`config.mk`:
```
export PLATFORM = sky130hd
export DESIGN_NAME = magcmp_rgb
export DESIGN_NICKNAME = d
export VERILOG_FILES = /design/src/rtl/magcmp_pkg.sv /design/src/rtl/rgb_pwm.sv /design/src/rtl/magcmp_rgb.sv
export SDC_FILE = /design/constraint.sdc
export NUM_CORES = 1
export LEC_CHECK = 0
export CAP_MARGIN = 5
export CORE_ASPECT_RATIO = 1.5
export CORE_MARGIN = 5
export CORE_UTILIZATION = 35
export DETAILED_ROUTE_END_ITERATION = 10
export PLACE_DENSITY_LB_ADDON = 0.2
export SETUP_SLACK_MARGIN = 0.3
export SKIP_CTS_REPAIR_TIMING = 1
export SLEW_MARGIN = 10
export SYNTH_ARGS = -nofsm -noshare
export SYNTH_HDL_FRONTEND = slang
export SYNTH_SLANG_ARGS = --single-unit
```
`constraint.sdc`:
```
create_clock -name clk -period 4.7 [get_ports clk]
set_clock_uncertainty 0.1 [all_clocks]
set_input_delay 1.41 -clock clk [delete_from_list [all_inputs] [get_ports clk]]
set_output_delay 1.41 -clock clk [all_outputs]
set_load 0.1 [all_outputs]
```
`src/rtl/magcmp_pkg.sv`:
```
// magcmp_pkg: shared types and colour mapping for the bit-serial magnitude comparator
package magcmp_pkg;
    typedef enum logic [1:0] {IDLE, SCAN, DONE} state_t;
    typedef struct packed {
        logic lt;
        logic eq;
        logic gt;
    } cmp_res_t;
    function automatic logic [2:0] cmp_to_rgb(cmp_res_t r);
        return {r.lt | r.eq, r.lt | r.gt, r.gt | r.eq};
    endfunction
endpackage

```
`src/rtl/rgb_pwm.sv`:
```
// rgb_pwm: free-running brightness counter gating a registered RGB colour
module rgb_pwm #(
    parameter int PWM_BITS = 4
) (
    input  logic                clk,
    input  logic                rst,
    input  logic [PWM_BITS-1:0] duty,
    input  logic [2:0]          colour,
    input  logic                enable,
    output logic                R,
    output logic                G,
    output logic                B
);
    logic [PWM_BITS-1:0] cnt;
    always_ff @(posedge clk or posedge rst) begin
        if (rst) begin
            cnt       <= '0;
            {R, G, B} <= 3'b000;
        end else begin
            cnt       <= cnt + 1'b1;
            {R, G, B} <= colour & {3{enable && (cnt < duty)}};
        end
    end
endmodule

```
`src/rtl/magcmp_rgb.sv`:
```
// magcmp_rgb: MSB-first bit-serial signed/unsigned comparator driving a dimmed RGB LED
module magcmp_rgb
    import magcmp_pkg::*;
#(
    parameter int WIDTH    = 8,
    parameter int PWM_BITS = 4
) (
    input  logic                clk,
    input  logic                rst,
    input  logic                in_valid,
    output logic                in_ready,
    input  logic [WIDTH-1:0]    a,
    input  logic [WIDTH-1:0]    b,
    input  logic                signed_mode,
    input  logic [PWM_BITS-1:0] duty,
    output logic                out_valid,
    output logic                lt,
    output logic                eq,
    output logic                gt,
    output logic                R,
    output logic                G,
    output logic                B
);
    localparam int IW = $clog2(WIDTH);
    localparam logic [IW-1:0] TOP = IW'(WIDTH - 1);
    state_t         state;
    logic [WIDTH-1:0] a_r, b_r;
    logic           sgn_r;
    logic [IW-1:0]  idx;
    cmp_res_t       res;
    logic           res_valid;
    logic           diff, gt_bit;
    assign diff = a_r[idx] ^ b_r[idx];
    // In signed mode the sign bit weighs negatively, so a set A sign means A is smaller
    assign gt_bit = (sgn_r && idx == TOP) ? b_r[idx] : a_r[idx];
    assign in_ready = state == IDLE;
    assign {lt, eq, gt} = res;
    always_ff @(posedge clk or posedge rst) begin
        if (rst) begin
            state     <= IDLE;
            a_r       <= '0;
            b_r       <= '0;
            sgn_r     <= 1'b0;
            idx       <= '0;
            res       <= '0;
            res_valid <= 1'b0;
            out_valid <= 1'b0;
        end else begin
            out_valid <= 1'b0;
            case (state)
                IDLE: if (in_valid) begin
                    a_r   <= a;
                    b_r   <= b;
                    sgn_r <= signed_mode;
                    idx   <= TOP;
                    state <= SCAN;
                end
                SCAN: if (diff) begin
                    res       <= '{lt: ~gt_bit, eq: 1'b0, gt: gt_bit};
                    out_valid <= 1'b1;
                    state     <= DONE;
                end else if (idx == '0) begin
                    res       <= '{lt: 1'b0, eq: 1'b1, gt: 1'b0};
                    out_valid <= 1'b1;
                    state     <= DONE;
                end else begin
                    idx <= idx - 1'b1;
                end
                DONE: begin
                    res_valid <= 1'b1;
                    state     <= IDLE;
                end
                default: state <= IDLE;
            endcase
        end
    end
    rgb_pwm #(.PWM_BITS(PWM_BITS)) u_pwm (
        .clk    (clk),
        .rst    (rst),
        .duty   (duty),
        .colour (cmp_to_rgb(res)),
        .enable (res_valid),
        .R      (R),
        .G      (G),
        .B      (B)
    );
endmodule
```
==> results.json <==
{
  "vias": 1030,
  "start_util": 0.363,
  "crit_required_ps": 3190,
  "worstHoldPathCells": 1,
  "cp_num_cells": 2,
  "grt_use_total": 0.109,
  "whs_ps": 359,
  "netlist_instances": 119,
  "critical_path.max_fanout": 4,
  "grt_pass1_wl_um": 5050,
  "irDropWorstVdd_mv": 0.241,
  "multi_input_area_um2": 706,
  "outcome": "complete, no violations",
  "yosys.area_share.simple": 0.0653,
  "path_cells": "nor2_1 > clkdlybuf4s50_1",
  "r2r_cells": 5,
  "overflow": 0,
  "tightest_slew_ps": 968,
  "start_kind": "flop",
  "synth_mux_area_frac": 0.214,
  "synth_area_per_cell_um2": 13.9,
  "rows": 30,
  "leakage_uw": 0.000950,
  "period_needed_ps": 3480,
  "numCtsBuffers": 5,
  "powerDensity_nw_per_um2": 687,
  "ys_seq_elements": 34,
  "synthXorXnorAreaFrac": 0.0205,
  "diodes": 0,
  "final-setup-viol-count": 0,
  "drv_slew": 0,
  "hold_violations": 0,
  "cts-htree-levels": 2,
  "dp_hpwl_um": 2170,
  "drtIter0Drc": 26,
  "dieArea_um2": 6210,
  "critPathMaxStageDelay_ps": 1150,
  "synth_compound_area_frac": 0.0751,
  "fin_crit_sh": 0.740,
  "routed_wl_um": 2850,
  "rsz0062_at_grt": "false",
  "synthDistinctLibCells": 32,
  "cts.clk_slew.worst_paths_ps": 60,
  "clock-sinks": 34,
  "arrival_ps": 1970,
  "areaGrowthSynthToFinish_pct": 27.2,
  "fillerInstances": 430,
  "cts_tree": "done",
  "pin_count": 32,
  "cts_max_path_buffers": 2,
  "crit_family": "buffers and inverters",
  "ys_warn_count": 0,
  "tns_ps": 0,
  "finalNetCount": 185,
  "routabilityCongestion": 0.726,
  "syn_area_um2": 1650,
  "drc": 0,
  "slew_headroom": 0.353,
  "cp_num_buf_inv": 1,
  "reg2reg_from": "idx[1]",
  "clock_latency_ps": 280,
  "synth_top_family_by_area": "multiplexers",
  "dieHeight_um": 94.1,
  "max_freq_ghz": 0.287,
  "hp-start": "res_valid",
  "drive_gt1_frac": 0.123,
  "antenna_found_initial": 0,
  "crit_slowest_cell": "clkdlybuf4s50_1",
  "synth_fa_ha_area_frac": 0.0531,
  "die_width_um": 66.0,
  "path_class": "reg -> out",
  "firstDrtPassIters": 4,
  "syn_nets": 150,
  "critical_path.startpoint": "state[1]",
  "ant_nets": 0,
  "first_global_vias": 1122,
  "end_kind": "output port",
  "wl_per_cell_um": 13.0,
  "seqCellArea_um2": 851,
  "vias_per_cell": 4.70,
  "core_um2": 4540,
  "grt_max_degree": 35,
  "hp-class": "reg -> reg",
  "cap_violations": 0,
  "port_buffers": 31,
  "ys_seq_area_frac": 0.516,
  "cts_root_buf": "clkbuf_8"
}
[routing by layer]
layer,global-route usage,part of all wire,routed length [um],up-vias
met5,0,0,0,-
met4,0.0508,0.023,65,0
met3,0.0383,0.054,155,8
met2,0.193,0.56,1580,25
met1,0.111,0.37,1040,511
li1,-,-,-,486
[flip-flops by register name, indices dropped and copies added (netlist names), 2 cells and up]
name / flops
a_r: 8
b_r: 8
idx: 3
state: 2
u_pwm.cnt: 4
[area by class of cell]
type / instances / share of cell area
sequential: 34 / 0.406
multi-input combinational: 71 / 0.337
timing repair buffer: 32 / 0.152
clock buffer: 7 / 0.0412
tap: 64 / 0.0382
inverter: 10 / 0.0245
clock inverter: 1 / 0.00239
[where the power goes]
group          switching, uW  leakage [uW]  total (uW)  internal [uW]
registers               75.2      0.000404         487            412
clock network            102     0.0000482         220            118
logic                    433      0.000498         733            300
[worst reg2reg max path, cell delays in order (launching register included)]
cell     delay (ps)
dfrtp_1         550
mux4_2          560
mux2i_2         270
xnor2_2         230
and2_4          260
mux2i_1         170
[stage by stage]
stage | worst slack [ps] | utilization | cells | power (uW) | cell area (um2)
floorplan | 1520 | - | 119 | 1090 | 1650
global placement | 1530 | 0.442 | 211 | 1220 | 2010
detailed placement | 1510 | 0.442 | 211 | 1240 | 2010
CTS | 1200 | 0.462 | 219 | 1460 | 2100
global route | 1160 | 0.462 | 219 | 1530 | 2100
finish | 1220 | 0.462 | 219 | 1440 | 2100
[placed cells by master (no fill, tap or decap), drive strengths merged, types with 2 or more instances in the layout]
master         count
a211oi             3
a21o               3
a21oi              6
and2               2
clkbuf             7
clkdlybuf4s50     31
dfrtp             34
ha                 7
inv                9
mux2              17
mux2i              3
mux4               5
nand2b             3
nand3              2
nor2               8
o21a               2
xnor2              2
[synth_stat cells]
cell type	count	area [um2]
a211oi_2	1	12.5
mux2_1	17	191
xor2_1	1	8.76
xnor2_2	1	16.3
mux4_1	3	78.8
o21a_1	2	15.0
and2_4	2	17.5
mux2i_2	2	27.5
and4_1	1	8.76
ha_1	7	87.6
and2b_2	1	8.76
o2bb2ai_1	1	8.76
nand2b_1	3	18.8
or2_1	1	6.26
clkbuf_1	1	3.75
bufinv_8	1	17.5
a21boi_1	1	7.51
o32ai_1	1	8.76
buf_8	1	15.0
buf_6	2	22.5
a21oi_1	5	25.0
inv_1	9	33.8
a21oi_2	1	8.76
nand3_1	2	10.0
a21o_1	3	22.5
a211oi_1	2	15.0
or2b_1	1	7.51
mux4_2	2	45.0
mux2i_1	1	10.0
xnor2_1	1	8.76
nor2_1	8	30.0
dfrtp_1	34	851
[cells by family (layout without fill, tap and decap cells)]
group                    after synthesis  count (layout)
flip-flops                            34              34
buffers and inverters                 14              50
AND/OR/NAND/NOR                       19              19
XOR/XNOR                               3               3
multiplexers                          25              25
AO/OA/AOI/OAI                         17              17
adder cells (fa/ha/maj)                7               7
[worst paths after layout]
path	end	slack, ps
max	in_ready	1220
min	res_valid	360
max reg2reg	idx[1]	2490
min reg2reg	res_valid	360
max in group asynchronous	b_r[7]	2780
min in group asynchronous	u_pwm.cnt[2]	1420
(Power assumes the default switching activity.)
